--- config.mk ---
export PLATFORM = sky130hd
export DESIGN_NAME = regbank_arbiter
export DESIGN_NICKNAME = d
export VERILOG_FILES = /design/src/rtl/regbank_arbiter.sv
export SDC_FILE = /design/constraint.sdc
export NUM_CORES = 1
export LEC_CHECK = 0
export ABC_CLOCK_PERIOD_IN_PS = 3100
export CAP_MARGIN = 0
export CORE_MARGIN = 2
export CORE_UTILIZATION = 45
export CTS_CLUSTER_SIZE = 16
export DETAILED_ROUTE_END_ITERATION = 8
export GPL_TIMING_DRIVEN = 1
export PLACE_DENSITY = 0.84
export SYNTH_ARGS = -nofsm -noshare
export SYNTH_HDL_FRONTEND = slang
export SYNTH_SLANG_ARGS = --single-unit
--- constraint.sdc ---
create_clock -name clk -period 3.1 [get_ports clk]
set_input_delay 0.775 -clock clk [delete_from_list [all_inputs] [get_ports clk]]
set_output_delay 0.775 -clock clk [all_outputs]
set_load 0.02 [all_outputs]
--- src/rtl/regbank_arbiter.sv ---
// -----------------------------------------------------------------------------
// regbank_arbiter
//
// Two-port arbiter that owns the configuration register bank. Port A is the
// SPI slave side and port B is an on-chip requester (self-test, sequencer).
// Accesses are serialised with round-robin fairness. Each access takes one
// IDLE cycle, where the request is sampled and latched, and one ACCESS cycle,
// where the grant pulses and read data and error are driven.
//
// Optional feature: define REGBANK_ARB_LOCK_EN to add the a_lock/b_lock ports.
// A granted access with lock=1 gives that port exclusive ownership. Ownership
// ends on that port's next granted access with lock=0.
//
// Ports
//   clk, rst              clock, synchronous active-high reset
//   a_req/b_req           access request, held until the grant
//   a_we/b_we             1 = write, 0 = read
//   a_addr/b_addr         MSB 0 = config bank, MSB 1 = status bank, low bits index
//   a_wdata/b_wdata       write data
//   a_lock/b_lock         lock request (REGBANK_ARB_LOCK_EN only)
//   a_gnt/b_gnt           one-cycle pulse completing the access
//   a_rdata/b_rdata       read data, valid with the grant (0 otherwise)
//   a_err/b_err           access error, valid with the grant (0 otherwise)
//   status_regs           external status bank, register i at [i*REG_WIDTH +: REG_WIDTH]
//   config_regs           config bank, same packing
// -----------------------------------------------------------------------------
module regbank_arbiter #(
    parameter int NUM_REGS   = 8,
    parameter int REG_WIDTH  = 8,
    parameter int ADDR_WIDTH = 4
) (
    input  logic                          clk,
    input  logic                          rst,
    input  logic                          a_req,
    input  logic                          a_we,
    input  logic [ADDR_WIDTH-1:0]         a_addr,
    input  logic [REG_WIDTH-1:0]          a_wdata,
`ifdef REGBANK_ARB_LOCK_EN
    input  logic                          a_lock,
`endif
    output logic                          a_gnt,
    output logic [REG_WIDTH-1:0]          a_rdata,
    output logic                          a_err,
    input  logic                          b_req,
    input  logic                          b_we,
    input  logic [ADDR_WIDTH-1:0]         b_addr,
    input  logic [REG_WIDTH-1:0]          b_wdata,
`ifdef REGBANK_ARB_LOCK_EN
    input  logic                          b_lock,
`endif
    output logic                          b_gnt,
    output logic [REG_WIDTH-1:0]          b_rdata,
    output logic                          b_err,
    input  logic [NUM_REGS*REG_WIDTH-1:0] status_regs,
    output logic [NUM_REGS*REG_WIDTH-1:0] config_regs
);

    localparam int   IDXW   = ADDR_WIDTH - 1;
    localparam logic PORT_A = 1'b0;
    localparam logic PORT_B = 1'b1;

    typedef enum logic {IDLE, ACCESS} state_t;

    state_t                                r_state;
    state_t                                w_state_nxt;
    logic                                  r_last;
    logic                                  r_sel;
    logic                                  w_sel_nxt;
    logic                                  w_load;
    logic                                  r_we;
    logic [ADDR_WIDTH-1:0]                 r_addr;
    logic [REG_WIDTH-1:0]                  r_wdata;
    logic [NUM_REGS-1:0][REG_WIDTH-1:0]    r_cfg;
    logic [NUM_REGS-1:0][REG_WIDTH-1:0]    w_status;
    logic                                  w_a_elig;
    logic                                  w_b_elig;
    logic [IDXW-1:0]                       w_idx;
    logic                                  w_is_status;
    logic                                  w_idx_ok;
    logic                                  w_active;
    logic                                  w_err;
    logic                                  w_do_write;
    logic [REG_WIDTH-1:0]                  w_rdata;

`ifdef REGBANK_ARB_LOCK_EN
    logic                                  r_lock;
    logic                                  r_own_a;
    logic                                  r_own_b;
`endif

    assign w_status    = status_regs;
    assign config_regs = r_cfg;

    // A port is eligible when requesting and the other port does not own the bank.
    always_comb begin
        w_a_elig = a_req;
        w_b_elig = b_req;
`ifdef REGBANK_ARB_LOCK_EN
        w_a_elig = a_req && !r_own_b;
        w_b_elig = b_req && !r_own_a;
`endif
    end

    // Next-state and winner selection
    always_comb begin
        w_state_nxt = r_state;
        w_sel_nxt   = r_sel;
        w_load      = 1'b0;
        case (r_state)
            IDLE: begin
                if (w_a_elig && w_b_elig) begin
                    // On a tie, the port that did not win last time goes first.
                    w_sel_nxt   = (r_last == PORT_B) ? PORT_A : PORT_B;
                    w_load      = 1'b1;
                    w_state_nxt = ACCESS;
                end else if (w_a_elig) begin
                    w_sel_nxt   = PORT_A;
                    w_load      = 1'b1;
                    w_state_nxt = ACCESS;
                end else if (w_b_elig) begin
                    w_sel_nxt   = PORT_B;
                    w_load      = 1'b1;
                    w_state_nxt = ACCESS;
                end
            end
            ACCESS: begin
                w_state_nxt = IDLE;
            end
            default: begin
                w_state_nxt = IDLE;
            end
        endcase
    end

    // Access decode. This logic depends only on latched fields, so there is no
    // path from req to the outputs. A reset during ACCESS masks the grant and
    // suppresses the write.
    always_comb begin
        w_idx       = r_addr[IDXW-1:0];
        w_is_status = r_addr[ADDR_WIDTH-1];
        w_idx_ok    = (32'(w_idx) < NUM_REGS);
        w_active    = (r_state == ACCESS) && !rst;
        w_err       = !w_idx_ok || (w_is_status && r_we);
        w_do_write  = w_active && r_we && !w_is_status && w_idx_ok;
        w_rdata     = '0;
        if (w_idx_ok) begin
            w_rdata = w_is_status ? w_status[w_idx] : r_cfg[w_idx];
        end
    end

    always_comb begin
        a_gnt   = w_active && (r_sel == PORT_A);
        b_gnt   = w_active && (r_sel == PORT_B);
        a_rdata = a_gnt ? w_rdata : '0;
        b_rdata = b_gnt ? w_rdata : '0;
        a_err   = a_gnt && w_err;
        b_err   = b_gnt && w_err;
    end

    // Control state and the config bank
    always_ff @(posedge clk) begin
        if (rst) begin
            r_state <= IDLE;
            r_last  <= PORT_B;
            r_cfg   <= '0;
`ifdef REGBANK_ARB_LOCK_EN
            r_own_a <= 1'b0;
            r_own_b <= 1'b0;
`endif
        end else begin
            r_state <= w_state_nxt;
            if (r_state == ACCESS) begin
                r_last <= r_sel;
`ifdef REGBANK_ARB_LOCK_EN
                // A granted access sets or clears its own port's ownership.
                if (r_sel == PORT_A) begin
                    r_own_a <= r_lock;
                end else begin
                    r_own_b <= r_lock;
                end
`endif
            end
            if (w_do_write) begin
                r_cfg[w_idx] <= r_wdata;
            end
        end
    end

    // Request fields are latched in IDLE only. A request dropped during
    // ACCESS is still completed.
    always_ff @(posedge clk) begin
        if (w_load) begin
            r_sel   <= w_sel_nxt;
            r_we    <= (w_sel_nxt == PORT_A) ? a_we    : b_we;
            r_addr  <= (w_sel_nxt == PORT_A) ? a_addr  : b_addr;
            r_wdata <= (w_sel_nxt == PORT_A) ? a_wdata : b_wdata;
`ifdef REGBANK_ARB_LOCK_EN
            r_lock  <= (w_sel_nxt == PORT_A) ? a_lock  : b_lock;
`endif
        end
    end

endmodule

==> summary.txt, run 1 <==
STA
  • Final Hold Vio Count: 0
  • Worst Tran Pin Value: 0.750 ns
  • Final period util: 103%
  • Setup Viol. Count Final: 16
  • Fmax: 314 MHz
  • Slew Viols, Final: 0
  • Final hold slack: 0.494 ns
  • Worst Skew: 0.0149 ns
  • Unrepaired setup endpoints after global routing: true
  • Max_slew headroom: 50.0%
  • Final WS setup: -0.0812 ns
  • Fin crit period: 3.18 ns

Critical path
  • Crit. Startpoint: r_addr[0]
  • Critical-path maximum fanout: 6
  • R2R cell count: 8
  • Crit path capture type: output port
  • Worst reg2reg startpoint: r_addr[0]
  • R2R Setup Slk: 0.81 ns
  • Critical Path AT: 2.41 ns
  • Startpoint types: flip-flop
  • RR Endpoint: config_regs[18]
  • Worst EP required: 2.32 ns
  • Critical path class: reg -> out

Yosys
  • Async S/R FF share, synth: 0%
  • Syn Inst Count: 435
  • Most frequent cells after synthesis: dfxtp_1, a21oi_1, nand4_1, o31ai_1, clkbuf_1
  • Post-synth EDFFs: 14
  • Main synth FF type: dfxtp_1
  • Syn Nets: 529
  • Synth area leaders: dfxtp_1, mux4_1, o31ai_1
  • Post-synth top area cell: dfxtp_1
  • Mapped Area: 4620 um^2
  • Syn avg cell area: 10.6 um^2
  • Post-synthesis cell type count: 29
  • Sequential cell area fraction in the yosys report: 37.7%
  • Post-synth top area share: 28.6%
  • Most frequent cell after synthesis: dfxtp_1
  • Ys Warns: 0
  • Seq cells post-synth: 80

Cells and area
  • Finished Core Util: 69.5%
  • Layout area overhead: 48.4%
  • Total Nets Final: 688
  • Diodes inserted: 0
  • Layout cell share with drive strength beyond 1: 23.5%
  • Filler cells: 726

Pwr
  • Clock network power share: 33.5%
  • Sequential power share: 41.7%
  • Pwr per Cell Area: 403 nW/um^2
  • Max IR drop VDD: 227 uV
  • Logic pwr share: 24.8%
  • Switching portion of total power: 28.5%
  • Internal power: 1.98 mW
  • Switching pwr: 788 uW
  • Leakage: 2.41 nW

Min path
  • HP Start: config_regs[34]
  • Worst min path class: reg -> reg
  • Worst hold path depth: 2
  • WHS Endpoint: config_regs[34]

Global routing
  • Global-route wire length before repair: 25800 um
  • Total grt overflow: 0
  • Initial antenna violation count: 0
  • GRT Overall Usage: 29.8%
  • Largest net degree at the start of global routing: 69
  • Vias in the first global route: 4638

Clock tree
  • Clk Latency, worst-skew pair: 0.36 ns
  • Clk buf depth: 2
  • Total CTS buffers: 9
  • CTS Sinks: 80
  • Clock Tree Root: clkbuf_8
  • CTS tree: yes
  • Hold-fix buffer count after cts: 0
  • CTS clk-pin slew, worst paths: 0.09 ns
  • Htree depth: 3

Routing
  • Vias: 4887
  • Drt total wl: 17600 um
  • Final ANT Viol Nets: 0
  • DR WL/cell: 24.1 um
  • DR iter-0 viols: 563
  • Vias/cell: 6.68
  • DRT Pass-1 Iters: 7
  • DRC viols: 0

Placed design
  • Place WS: -0.611 ns
  • Post-DP HPWL: 11700 um
  • Final weighted congestion of routability-driven global placement: 0.967
  • Port bufs: 177

Run
  • Max cap viols: 0

Run status
  • Status: complete, but fails checks
  • Failing checks: negative setup slack

Die
  • Core area: 9860 um^2
  • Die width: 105 um
  • IO Count: 178
  • Die area: 11100 um^2
  • Initial core utilization: 46.9%
  • Die Y: 105 um
  • # rows: 36
## metal layers
metal / global-route usage (%) / vias to the layer above / wire length, um
met4: 15.2 / 0 / 745
met3: 6.49 / 71 / 2220
met5: 0 / - / 0
li1: - / 2053 / -
met2: 49.2 / 430 / 8590
met1: 36.6 / 2333 / 6100
## metrics by stage
step | TNS [ns] | total power, mW | cell area (um^2) | instances
after floorplan | 0 | 1.51 | 4620 | 435
after global placement | -8.61 | 1.77 | 6550 | 707
after detailed placement | -9.01 | 1.79 | 6550 | 707
after CTS | -0.955 | 2.72 | 6790 | 728
after global routing | -1.59 | 2.83 | 6860 | 732
final | -1.02 | 2.76 | 6860 | 732
## cells in the final DEF, fill, tap and decap left out, types with 3 or more instances in the layout
cell type	synthesis	layout
a21oi_1	65	65
and2_4	0	15
buf_12	0	3
buf_4	1	27
buf_6	4	20
bufinv_16	0	3
clkbuf_8	0	9
clkdlybuf4s50_1	0	96
dfxtp_1	66	66
dlygate4sd2_1	0	63
edfxtp_1	14	14
mux2_2	13	13
mux4_2	21	39
nand2_1	4	4
nand2b_1	3	3
nand4_1	64	64
nor2_1	3	3
o31ai_1	64	64
## critical path: stages, from the launching register on
cell and delay (ns):
edfxtp_1 0.39, buf_6 0.15, buf_16 0.14, buf_6 0.10
mux4_2 0.48, mux4_2 0.49, and2_4 0.16, buf_6 0.12
## state kept, by name (all words and copies together), names as in the netlist
signal       flops
r_wdata          8
r_state          1
r_we             1
config_regs     64
r_sel            1
r_last           1
r_addr           4
## power by group through the flow
stage / Combinational, mW / Clock, mW / Sequential (mW)
final: 0.685 / 0.927 / 1.15
after floorplan: 0.383 / 0 / 1.13
after global placement: 0.601 / 0 / 1.17
after global routing: 0.715 / 0.964 / 1.15
after detailed placement: 0.618 / 0 / 1.17
after CTS: 0.645 / 0.929 / 1.15
## what timing repair did
| item | 4_1_cts | 5_1_grt |
|---|---|---|
| hold endpoints to repair | 0 | 0 |
| setup buffers | 3 | 3 |
| pin swaps | 13 | 2 |
| resized for setup | 188 | 11 |
| endpoints found under the setup margin | 16 | 16 |
| cloned | 2 | 2 |
## how the worst max path moves through the flow
stage               depth (start not counted)         end  slack (ns)
finish                                      7  a_rdata[3]       -0.08
global route                                7  a_rdata[3]       -0.12
CTS                                         7  a_rdata[6]       -0.10
detailed placement                          5  b_rdata[6]       -0.61
global placement                            5  b_rdata[1]       -0.59
floorplan                                   3       b_err        0.19
## kinds of logic after synthesis
kind of cell    share of synthesized area [%]
compound gates                           17.6
simple gates                             13.5
flops                                    37.7
buf+inv                                  7.04
mux                                      24.2
## final cells by class
| cell class | instances | area [um^2] | area share [%] |
|---|---|---|---|
| multi-input cells | 284 | 2540 | 37.1 |
| repair buffers | 216 | 2160 | 31.4 |
| flip-flops and latches | 80 | 1740 | 25.4 |
| well taps | 133 | 166 | 2.43 |
| clock buffers | 11 | 131 | 1.92 |
| clock inverters | 5 | 106 | 1.55 |
| inverters | 3 | 11.3 | 0.164 |
No activity file was read; power rests on OpenSTA's default activity.
==> run 2: changes to the inputs <==
Settings changed: ABC_CLOCK_PERIOD_IN_PS 3100 to 2800, CELL_PAD_IN_SITES_DETAIL_PLACEMENT set to 1, CELL_PAD_IN_SITES_GLOBAL_PLACEMENT set to 1, CORE_UTILIZATION 45 to 30, PLACE_DENSITY 0.84 to 0.79, SLEW_MARGIN set to 20.
Clock period 3.1 ns to 2.8 ns, I/O delays scaled along.
==> run 2 against run 1 <==
The run still ends with negative setup slack left. Sequential power up 11%. Flip-flop and latch count unchanged. Clock power up 60%. Combinational power up 12%. Critical path depth down 2.
==> summary.txt, run 2 (synthesis results as in run 1) <==
STA
  • Slew Viols, Final: 0 (unchanged)
  • Worst Skew: 0.00679 ns (was 0.0149 ns)
  • Setup Viol. Count Final: 16 (unchanged)
  • Final WS setup: -0.320 ns (was -0.0812 ns)
  • Max_slew headroom: 47.2% (was 50.0%)
  • Worst Tran Pin Value: 0.792 ns (was 0.750 ns)
  • Unrepaired setup endpoints after global routing: true (unchanged)
  • Final Hold Vio Count: 0 (unchanged)
  • Final period util: 111%
  • Fin crit period: 3.12 ns
  • Fmax: 321 MHz

Routing
  • Final ANT Viol Nets: 0 (unchanged)
  • DRT Pass-1 Iters: 5 (was 7)
  • Vias/cell: 5.89 (was 6.68)
  • Drt total wl: 20100 um (was 17600 um)
  • Vias: 4832 (was 4887)
  • DR WL/cell: 24.5 um (was 24.1 um)
  • DRC viols: 0 (unchanged)
  • DR iter-0 viols: 371 (was 563)

Cells and area
  • Max reg flops: 64 (unchanged)
  • Total Nets Final: 721 (was 688)
  • Layout area overhead: 58.5% (was 48.4%)
  • Commonest non-fill, non-tap cells in the layout: clkdlybuf4s50_1, a21oi_1, dfxtp_1 (was clkdlybuf4s50_1, dfxtp_1, a21oi_1)
  • Diodes inserted: 0 (unchanged)
  • Design Area, Final: 7330 um^2 (was 6860 um^2)
  • Commonest non-fill, non-tap cell in the layout: clkdlybuf4s50_1 (unchanged)
  • Finished Core Util: 48.4% (was 69.5%)
  • Layout cell share with drive strength beyond 1: 27.4% (was 23.5%)

Pwr
  • Leakage: 2.65 nW (was 2.41 nW)
  • Pwr per Cell Area: 481 nW/um^2 (was 403 nW/um^2)
  • Max IR drop VDD: 309 uV (was 227 uV)

Clock tree
  • CTS clk-pin slew, worst paths: 0.06 ns (was 0.09 ns)
  • Clock Tree Root: clkbuf_16 (was clkbuf_8)
  • Clk Latency, worst-skew pair: 0.35 ns (was 0.36 ns)
  • Clk buf depth: 2 (unchanged)
  • CTS tree: yes (unchanged)
  • Htree depth: 3 (unchanged)
  • CTS Sinks: 80 (unchanged)
  • Total CTS buffers: 9 (unchanged)

Die
  • IO Count: 178 (unchanged)
  • Die Y: 128 um (was 105 um)
  • Core area: 15100 um^2 (was 9860 um^2)
  • Die width: 128 um (was 105 um)
  • Initial core utilization: 30.5% (was 46.9%)
  • # rows: 45 (was 36)
  • Die area: 16400 um^2 (was 11100 um^2)

Run
  • Max cap viols: 0 (unchanged)

Global routing
  • Grt met2 use: 42.5% (was 49.2%)
  • GRT Overall Usage: 24.3% (was 29.8%)
  • Routing usage on met1: 30.1% (was 36.6%)
  • Largest net degree at the start of global routing: 65 (was 69)
  • GR peak layer: met2 (unchanged)
  • Vias in the first global route: 5073 (was 4638)
  • Total grt overflow: 0 (unchanged)
  • Initial antenna violation count: 1 (was 0)
  • Global-route wire length before repair: 30300 um (was 25800 um)
  • Met3 Use GR: 5.51% (was 6.49%)

Run status
  • Failing checks: negative setup slack (unchanged)
  • Status: complete, but fails checks (unchanged)

Placed design
  • Post-DP HPWL: 14000 um (was 11700 um)
  • Placed inst area: 6920 um^2 (was 6550 um^2)
  • Port bufs: 177 (unchanged)
  • Final weighted congestion of routability-driven global placement: 0.799 (was 0.967)

Min path
  • Worst min path class: reg -> reg (unchanged)

Critical path
  • Critical Path AT: 2.42 ns (was 2.41 ns)
  • Startpoint types: primary input (was flip-flop)
  • Crit path capture type: output port (unchanged)
  • Critical-path maximum fanout: 2 (was 6)
  • Worst EP required: 2.10 ns (was 2.32 ns)
  • Critical path class: in -> out (was reg -> out)
==> run 2: cell count changes in the layout (fill, tap and decap cells not counted), moves of 5 or more <==
cell             before  now
buf_12                3   11
buf_4                27   58
buf_6                20   15
clkbuf_16             2    9
clkbuf_8              9    0
clkdlybuf4s50_1      96  119
dlygate4sd2_1        63   38
==> run 2: path summary, 6_finish.rpt <==
check                   from               to  slack (ns)  depth (start not counted)
max          status_regs[26]       a_rdata[2]       -0.32                          5
min          config_regs[25]  config_regs[25]        0.49                          2
max reg2reg        r_addr[0]  config_regs[41]        0.64                          9
min reg2reg  config_regs[25]  config_regs[25]        0.49                          2
==> run 2: worst max-delay path, cell delays in order <==
cell	delay, ns
clkdlybuf4s50_1	0.40
mux4_1	0.52
mux4_2	0.51
and2_4	0.16
buf_6	0.12
==> run 2: area by class of cell <==
| class | instances | area, um^2 |
|---|---|---|
| Multi-Input combinational cell | 284 | 2550 |
| Clock buffer | 9 | 225 |
| Inverter | 3 | 11.3 |
| Tap cell | 188 | 235 |
| Sequential cell | 80 | 1740 |
| Clock inverter | 7 | 143 |
| Fill cell | 1646 | 7820 |
| Timing Repair Buffer | 249 | 2420 |
==> run 2: power breakdown <==
group	leakage (nW)	internal [mW]	switching [mW]
sequential	0.670	1.21	0.0671
combinational	1.80	0.388	0.381
clock	0.180	0.965	0.512
total	2.65	2.56	0.960
==> run 2: routing by layer <==
metal	wire length [um]	vias up
li1	-	2127
met1	8090	2449
met2	10100	229
met3	1530	25
met4	312	2
met5	13	-
==> run 2: what timing repair did <==
action | CTS | global route
pin swaps | 13 | 4
gates cloned | 1 | 0
setup buffers | 9 | 1
hold buffers | 0 | 0
gates resized for setup | 163 | 3
endpoints found under the setup margin | 18 | 17
==> run 2: through the flow <==
stage                     TNS [ns]  std cells  power, mW  hold slack [ns]  worst slack (ns)
final                        -4.15        820       3.52            0.493            -0.320
after global routing         -5.02        820       3.64            0.515            -0.361
after detailed placement    -11.99        794       2.03            0.469            -0.853
after floorplan                  0        435       1.68            0.437            0.0410
after CTS                    -4.22        820       3.55            0.486            -0.332
after global placement      -11.54        794       2.00            0.447            -0.815
==> run 3: changes to the inputs <==
Settings changed: ABC_CLOCK_PERIOD_IN_PS 2800 to not set.
==> results of run 3 <==
The final DEF is identical to that of run 2; final timing and power are the same.
